[src/rtl/llc_rst_flush_sweep.sv]
// Sweep sequencer for the LLC local memory. It walks every set to either reset it
// (invalidate all ways, clear the evict pointer) or flush it (drop clean lines, report dirty ones).
module llc_rst_flush_sweep #(
  parameter int SET_BITS   = 9,
  parameter int NUM_WAYS   = 16,
  parameter int STATE_BITS = 3,
  parameter int WAY_BITS   = 4,
  parameter logic [STATE_BITS-1:0] INVALID = '0
) (
  input  logic                           clk,
  input  logic                           rst,
  input  logic                           start_rst,
  input  logic                           start_flush,
  output logic                           busy,
  output logic                           done,
  output logic                           mem_rd_en,
  output logic [SET_BITS-1:0]            mem_set,
  output logic [NUM_WAYS-1:0]            mem_wr_rst_flush,
  output logic [STATE_BITS-1:0]          mem_wr_data_state,
  output logic                           mem_wr_data_dirty_bit,
  output logic                           mem_wr_en_evict_way,
  output logic [WAY_BITS-1:0]            mem_wr_data_evict_way,
  input  logic [NUM_WAYS*STATE_BITS-1:0] rd_data_state,
  input  logic [NUM_WAYS-1:0]            rd_data_dirty_bit,
  output logic                           dirty_valid,
  output logic [NUM_WAYS-1:0]            dirty_ways,
  input  logic                           dirty_ready
);

  typedef enum logic [2:0] {
    S_IDLE,
    S_RST_WR,
    S_FL_RD,
    S_FL_EVAL,
    S_FL_REPORT,
    S_DONE
  } state_t;

  state_t                state_reg, state_next;
  logic [SET_BITS-1:0]   cnt_reg, cnt_next;
  logic [NUM_WAYS-1:0]   dirty_ways_reg, dirty_ways_next;
  logic [NUM_WAYS-1:0]   way_valid, clean_mask, dirty_mask;
  logic                  cnt_last;

  assign cnt_last = &cnt_reg;

  // Per-way classification of the set read in FL_RD; only meaningful in FL_EVAL.
  generate
    for (genvar gi = 0; gi < NUM_WAYS; gi++) begin : g_way
      assign way_valid[gi]  = rd_data_state[gi*STATE_BITS +: STATE_BITS] != INVALID;
      assign clean_mask[gi] = way_valid[gi] & ~rd_data_dirty_bit[gi];
      assign dirty_mask[gi] = way_valid[gi] &  rd_data_dirty_bit[gi];
    end
  endgenerate

  always_ff @(posedge clk or posedge rst) begin
    if (rst) begin
      state_reg      <= S_IDLE;
      cnt_reg        <= '0;
      dirty_ways_reg <= '0;
    end else begin
      state_reg      <= state_next;
      cnt_reg        <= cnt_next;
      dirty_ways_reg <= dirty_ways_next;
    end
  end

  always_comb begin
    state_next      = state_reg;
    cnt_next        = cnt_reg;
    dirty_ways_next = dirty_ways_reg;
    case (state_reg)
      S_IDLE: begin
        if (start_rst) begin
          state_next = S_RST_WR;
          cnt_next   = '0;
        end else if (start_flush) begin
          state_next = S_FL_RD;
          cnt_next   = '0;
        end
      end
      S_RST_WR: begin
        if (cnt_last) state_next = S_DONE;
        else          cnt_next   = cnt_reg + SET_BITS'(1);
      end
      S_FL_RD: begin
        state_next = S_FL_EVAL;
      end
      S_FL_EVAL: begin
        dirty_ways_next = dirty_mask;
        if (|dirty_mask) begin
          state_next = S_FL_REPORT;
        end else if (cnt_last) begin
          state_next = S_DONE;
        end else begin
          state_next = S_FL_RD;
          cnt_next   = cnt_reg + SET_BITS'(1);
        end
      end
      S_FL_REPORT: begin
        // Dirty ways stay valid here; the controller owns their writeback.
        if (dirty_ready) begin
          if (cnt_last) begin
            state_next = S_DONE;
          end else begin
            state_next = S_FL_RD;
            cnt_next   = cnt_reg + SET_BITS'(1);
          end
        end
      end
      S_DONE: begin
        state_next = S_IDLE;
      end
      default: begin
        state_next = S_IDLE;
      end
    endcase
  end

  always_comb begin
    busy                = 1'b0;
    done                = 1'b0;
    mem_rd_en           = 1'b0;
    mem_set             = '0;
    mem_wr_rst_flush    = '0;
    mem_wr_en_evict_way = 1'b0;
    dirty_valid         = 1'b0;
    dirty_ways          = '0;
    case (state_reg)
      S_RST_WR: begin
        busy                = 1'b1;
        mem_set             = cnt_reg;
        mem_wr_rst_flush    = '1;
        mem_wr_en_evict_way = 1'b1;
      end
      S_FL_RD: begin
        busy      = 1'b1;
        mem_rd_en = 1'b1;
        mem_set   = cnt_reg;
      end
      S_FL_EVAL: begin
        busy             = 1'b1;
        mem_set          = cnt_reg;
        mem_wr_rst_flush = clean_mask;
      end
      S_FL_REPORT: begin
        busy        = 1'b1;
        mem_set     = cnt_reg;
        dirty_valid = 1'b1;
        dirty_ways  = dirty_ways_reg;
      end
      S_DONE: begin
        busy = 1'b1;
        done = 1'b1;
      end
      default: begin
        busy = 1'b0;
      end
    endcase
  end

  assign mem_wr_data_state     = INVALID;
  assign mem_wr_data_dirty_bit = 1'b0;
  assign mem_wr_data_evict_way = '0;

endmodule

[config.mk]
export PLATFORM = sky130hd
export DESIGN_NAME = llc_rst_flush_sweep
export DESIGN_NICKNAME = d
export VERILOG_FILES = /design/src/rtl/llc_rst_flush_sweep.sv
export SDC_FILE = /design/constraint.sdc
export NUM_CORES = 1
export LEC_CHECK = 0
export CAP_MARGIN = 20
export CORE_MARGIN = 2
export CORE_UTILIZATION = 40
export CTS_BUF_LIST = sky130_fd_sc_hd__clkbuf_2
export DETAILED_ROUTE_END_ITERATION = 10
export PLACE_DENSITY_LB_ADDON = 0.3
export SLEW_MARGIN = 20
export SYNTH_ARGS = -nofsm -noshare
export SYNTH_HDL_FRONTEND = slang
export SYNTH_SLANG_ARGS = --single-unit
[constraint.sdc]
create_clock -name clk -period 3.4 [get_ports clk]
set_input_delay 0.68 -clock clk [delete_from_list [all_inputs] [get_ports clk]]
set_output_delay 0.68 -clock clk [all_outputs]
set_load 0.01 [all_outputs]
== After elaboration in Yosys (flattened, before gate mapping) ==
Cells that the tools add are included.
Word-level totals
  flip-flop bits (word level): 28
  input port bits: 69
  output and inout port bits: 54
  word-level logic and storage cells: 106
Cells by class
  equality and inequality tests: 9
  bitwise operators: 48
  add/sub/neg operators: 1
  reduce and logical (&&, ||, !) cells: 24
  multiplexer cells: 21
Operators with widths (number)
  $mux W9: 6
  $reduce_bool A3 Y1: 16
  $pmux W9 S4: 1
  $and A1 B1 Y1: 32
  $pmux W16 S2: 1
  $mux W3: 6
  $mux W16: 1
  $not A1 Y1: 16
  $reduce_or A16 Y1: 1
  $pmux W3 S5: 1
  $add A9 B1 Y9 const B: 1
  $reduce_and A9 Y1: 1
  $eq A3 B2 Y1 const B: 2
  $eq A3 B3 Y1 const B: 2
  $ne A2 B2 Y1 const B: 3
  $mux W1: 5
  $reduce_or A5 Y1: 1
  $reduce_and A4 Y1: 1
  $reduce_bool A4 Y1: 1
  $reduce_or A4 Y1: 1
  $eq A3 B1 Y1 const B: 1
  $logic_not A3 Y1: 1
  $ne A3 B3 Y1 const B: 1
  $reduce_and A3 Y1: 1

== Logic depth before layout (Yosys ltp) ==
  word-level depth: 5
  mapped depth: 11
  depth with buffers taken out: 10

== Least setup slack after synthesis ==
OpenSTA, ideal clock, no wires.
  path type: reg-to-reg
  start: reg cnt_reg[0]
  end: reg cnt_reg[3]
  stages on the path, launching flop included: 11
  data required time: 3.296 ns
  setup time: 0.104 ns
  path slack: 0.952 ns
  clock period less this slack: 2.448 ns
  buffers on the path: 1
  arrival: 2.345 ns
  path through: dfrtp_1 ha_1 nand4_1 nor2_1 and2_1 ha_1 a221oi_1 o21ai_0 o21a_1 buf_6 o41ai_2
On the way
  cells in the longest elaborated chain, start to end: 4
  elaborated cells between the ends (all ways): 6
  classes of those cells: add/sub (1); mux (4); reduce/logical (1)
Ends and longest elaborated chain
  start: declaration: RTL line 40  | logic [SET_BITS-1:0] cnt_reg, cnt_next;
  start signal: assignment: RTL line 63  | cnt_reg <= cnt_next;
  $add A9 B1 Y9 / $reduce_and A9 Y1 (equally long branches)
  $mux W9 (*): RTL line 83, 93, 103
  $mux W9 (on tied branches): RTL line 102, 91
  $pmux W9 S4 (*): RTL line 72  | case (state_reg)
Mark *: on every way between the ends. The rest lies on a longest branch, timed or not. The select of a mux whose other input is x is not followed.
A chain may end at the register's enable or synchronous reset.

== Final worst setup path ==
  start: reg state_reg[1]
  end: out mem_set[3]
On the way
  cells in the longest elaborated chain, start to end: 3
  elaborated cells between the ends (all ways): 6
  classes of those cells: eq/ne (4); mux (1); reduce/logical (1)
Ends and longest elaborated chain
  start: declaration: RTL line 39  | state_t state_reg, state_next;
  start signal: assignment: RTL line 62  | state_reg <= state_next;
  $eq A3 B3 Y1 (tied with other cells): RTL line 129  | case (state_reg)
  $reduce_or A4 Y1 (no source line) (*)
  $mux W9 (*): RTL line 129
  end: declaration: RTL line 17  | output logic [SET_BITS-1:0] mem_set,
Mark *: on every way between the ends. The rest lies on a longest branch, timed or not.

==> flow_metrics.py <==
metrics = {
    "worst_setup_path": {
        "path_max_fanout": 13,
        "cp-end-kind": "output port",
        "path_class": "register to output port",
        "r2r_cells": 9,
        "path_buf_inv": 3,
        "cp.depth": 6,
        "worstPathRequired_ns": 2.72,
        "critPathTopFamily": "buffers and inverters",
        "slowest_stage": "dfrtp_1",
        "crit_path_frequent_cell": "nor3_1",
        "critPathLaunch": "state_reg[1]",
        "timing.rr.start": "cnt_reg[0]",
        "setup.worst_path.end": "mem_set[3]",
        "path_cells": "clkinv_1 -> nor3_1 -> nor3_1 -> buf_4 -> nor2b_1 -> clkdlybuf4s50_1",
        "rr_endpoint": "cnt_reg[3]",
        "cp-start-kind": "register",
        "cp.arrival_ns": 2.50,
        "slowest_delay_ns": 0.70,
        "r2r_setup_slack_ns": 0.45,
    },
    "clocking": {
        "cts-buffers-inserted": 3,
        "clkTransAtPathRegs_ns": 0.25,
        "post_cts_buffers": 0,
        "h-tree-depth": 1,
        "cts_buffer_depth": 2,
        "cts_resized": 0,
        "tritoncts": "built",
        "cts_root_buffer": "clkbuf_2",
        "hold_buffers": 0,
        "clock_sinks": 28,
        "worstSkewPairLatency_ns": 0.36,
    },
    "routing": {
        "drtAntennaViolNets": 0,
        "drc": 0,
        "drt-pass1-iter-count": 4,
        "num_vias": 2473,
        "drtIter0Drc": 203,
        "wirelength_um": 6560,
        "via_per_inst": 5.33,
        "wire_per_inst_um": 14.1,
    },
    "floorplanning": {
        "ios": 123,
        "die_y_um": 77.4,
        "core_area_um2": 5140,
        "dieArea_um2": 5990,
        "rows": 26,
        "die_w_um": 77.4,
        "start_util_pct": 41.9,
    },
    "sta": {
        "slew_viol_final": 0,
        "setup_tns_ns": 0,
        "rsz0062_at_grt": "false",
        "post-route-min-period_ns": 3.18,
        "fin_skew_ns": 0.0122,
        "slew_headroom_pct": 37.9,
        "max_freq_mhz": 314,
        "worst_pin_slew_ns": 0.928,
        "setup_viol": 0,
        "hold_viol": 0,
        "period_share_pct": 93.7,
    },
    "yosys": {
        "ys_seq_elements": 28,
        "synth_ff_type": "dfrtp_1",
        "ys_seq_area_share_pct": 32.5,
        "synthArstFlopShare_pct": 100,
        "synthCells": 287,
        "synth_area_per_cell_um2": 7.50,
        "synth_edf_count": 0,
        "ys_types": 37,
        "syn_area_um2": 2150,
        "ys.warnings.count": 0,
    },
    "global_route": {
        "grt_pass1_vias": 2402,
        "grt_pass1_wl_um": 10900,
        "antenna_found_initial": 0,
        "grt_max_degree": 39,
        "overflow": 0,
        "globalRouteTotalUtil_pct": 22.2,
    },
    "layout": {
        "fin_nets": 467,
        "fin_util_pct": 65.3,
        "diodes": 0,
        "syn_to_final_growth_pct": 56.0,
        "fin_area_um2": 3360,
        "drive_gt1_share_pct": 5.08,
        "largest_reg_flops": 16,
    },
    "placed_design": {
        "io_buffers": 114,
        "dpl.hpwl_um": 5240,
        "place_area_um2": 3340,
        "gp_congestion": 0.845,
    },
    "min_path": {
        "min_path_type": "register to register",
    },
    "outcome": {
        "status": "completed",
    },
    "pwr": {
        "leakagePower_nw": 1.33,
        "p_sw_mw": 0.756,
        "seq_power_share_pct": 30.1,
        "power_mw": 1.85,
        "power_frac_comb_pct": 63.5,
        "max-vdd-ir-drop_uv": 268,
        "p_int_mw": 1.10,
        "swShare_pct": 40.8,
        "pwr-share-clk_pct": 6.4,
        "cellPowerDensity_nw_per_um2": 552,
    },
    "flow_run": {
        "drv_cap": 0,
    },
}
[per-stage QoR]
stage | worst slack (ns) | instances | hold slack (ns)
final | 0.216 | 464 | 0.508
after global routing | 0.0380 | 464 | 0.536
after CTS | 0.149 | 464 | 0.511
after detailed placement | 0.358 | 461 | 0.462
after global placement | 0.395 | 461 | 0.454
after floorplan | 0.952 | 294 | 0.442
[metal layers]
metal	up-vias	part of all wire, %	GRT usage [%]
met5	-	0	0
met4	0	1.3	4.82
met3	8	9.1	7.79
met2	93	49	37.7
met1	1146	41	27.1
li1	1226	-	-
[how the worst min path moves through the flow]
stage                                     to  slack (ns)          startpoint  depth (start not counted)
final                      dirty_ways_reg[7]        0.51   dirty_ways_reg[7]                          2
after CTS                  dirty_ways_reg[7]        0.51   dirty_ways_reg[7]                          2
after global placement     dirty_ways_reg[7]        0.45   dirty_ways_reg[7]                          2
after floorplan            dirty_ways_reg[0]        0.44   dirty_ways_reg[0]                          2
after global routing      dirty_ways_reg[12]        0.54  dirty_ways_reg[12]                          2
after detailed placement   dirty_ways_reg[6]        0.46   dirty_ways_reg[6]                          2
[power by group through the flow]
stage	Clock [mW]	Combinational (mW)	Sequential, mW
final	0.118	1.18	0.558
after global routing	0.134	1.30	0.577
after CTS	0.119	1.19	0.553
after detailed placement	0	1.18	0.561
after global placement	0	1.16	0.554
after floorplan	0	0.677	0.514
[synth_stat cells, drive strengths merged, types with 2 or more instances]
cell type / n / area [µm²]
a21oi: 4 / 20.0
or3: 2 / 12.5
o41ai: 3 / 48.8
o22ai: 3 / 18.8
nand4: 5 / 31.3
ha: 2 / 25.0
o221ai: 5 / 43.8
buf: 15 / 103
clkbuf: 11 / 41.3
clkinv: 2 / 7.51
nand2b: 2 / 12.5
inv: 5 / 18.8
o21ai: 22 / 110
o31ai: 18 / 135
nor2b: 12 / 75.1
or4: 2 / 15.0
and2: 19 / 119
dfrtp: 28 / 701
nor2: 58 / 218
mux2: 3 / 33.8
nand3: 3 / 15.0
nor3: 18 / 90.1
o211ai: 13 / 97.6
o32ai: 2 / 17.5
nand2: 21 / 78.8
[logic make-up (layout without fill, tap and decap cells)]
group                    after synthesis  after routing  share of synthesized area, %
other                                  1              8                         0.174
adder cells (fa/ha/maj)                2              2                          1.16
multiplexers                           3              3                          1.57
AO/OA/AOI/OAI                         76             76                          25.0
flip-flops                            28             28                          32.5
AND/OR/NAND/NOR                      144            144                          31.6
buffers and inverters                 33            133                          7.90
[cells in the final DEF, fill, tap and decap left out]
cell,n
clkbuf_2,3
o221ai_1,5
or3_1,2
a31o_2,1
nand2b_1,2
o31ai_1,18
o41ai_2,3
o22ai_1,3
clkinv_1,2
mux2_2,3
nand3_1,3
conb_1,8
nor3b_4,1
o21bai_1,1
o31a_1,1
o211ai_1,13
and3_1,1
and2_1,19
nor2_1,58
buf_4,9
nand2_1,21
clkdlybuf4s50_1,114
o21a_1,1
dfrtp_1,28
a31oi_1,1
nor2b_1,12
nand4_1,5
a221oi_1,1
or4_1,2
o21ai_0,22
inv_1,5
o32ai_1,2
ha_1,2
nor3_1,18
a21oi_1,4
[tightest hold or removal path, cell delays in order (launching register included)]
cell and delay (ns):
dfrtp_1 0.40, nand2_1 0.04, o21ai_0 0.06
[cell type report]
type	count	area (µm²)
Timing Repair Buffer	123	1210
Inverter	7	26.3
Tap cell	70	87.6
Sequential cell	28	701
Clock buffer	3	15.0
Fill cell	483	1780
Multi-Input combinational cell	233	1320
Power figures use the tool's default switching activity.
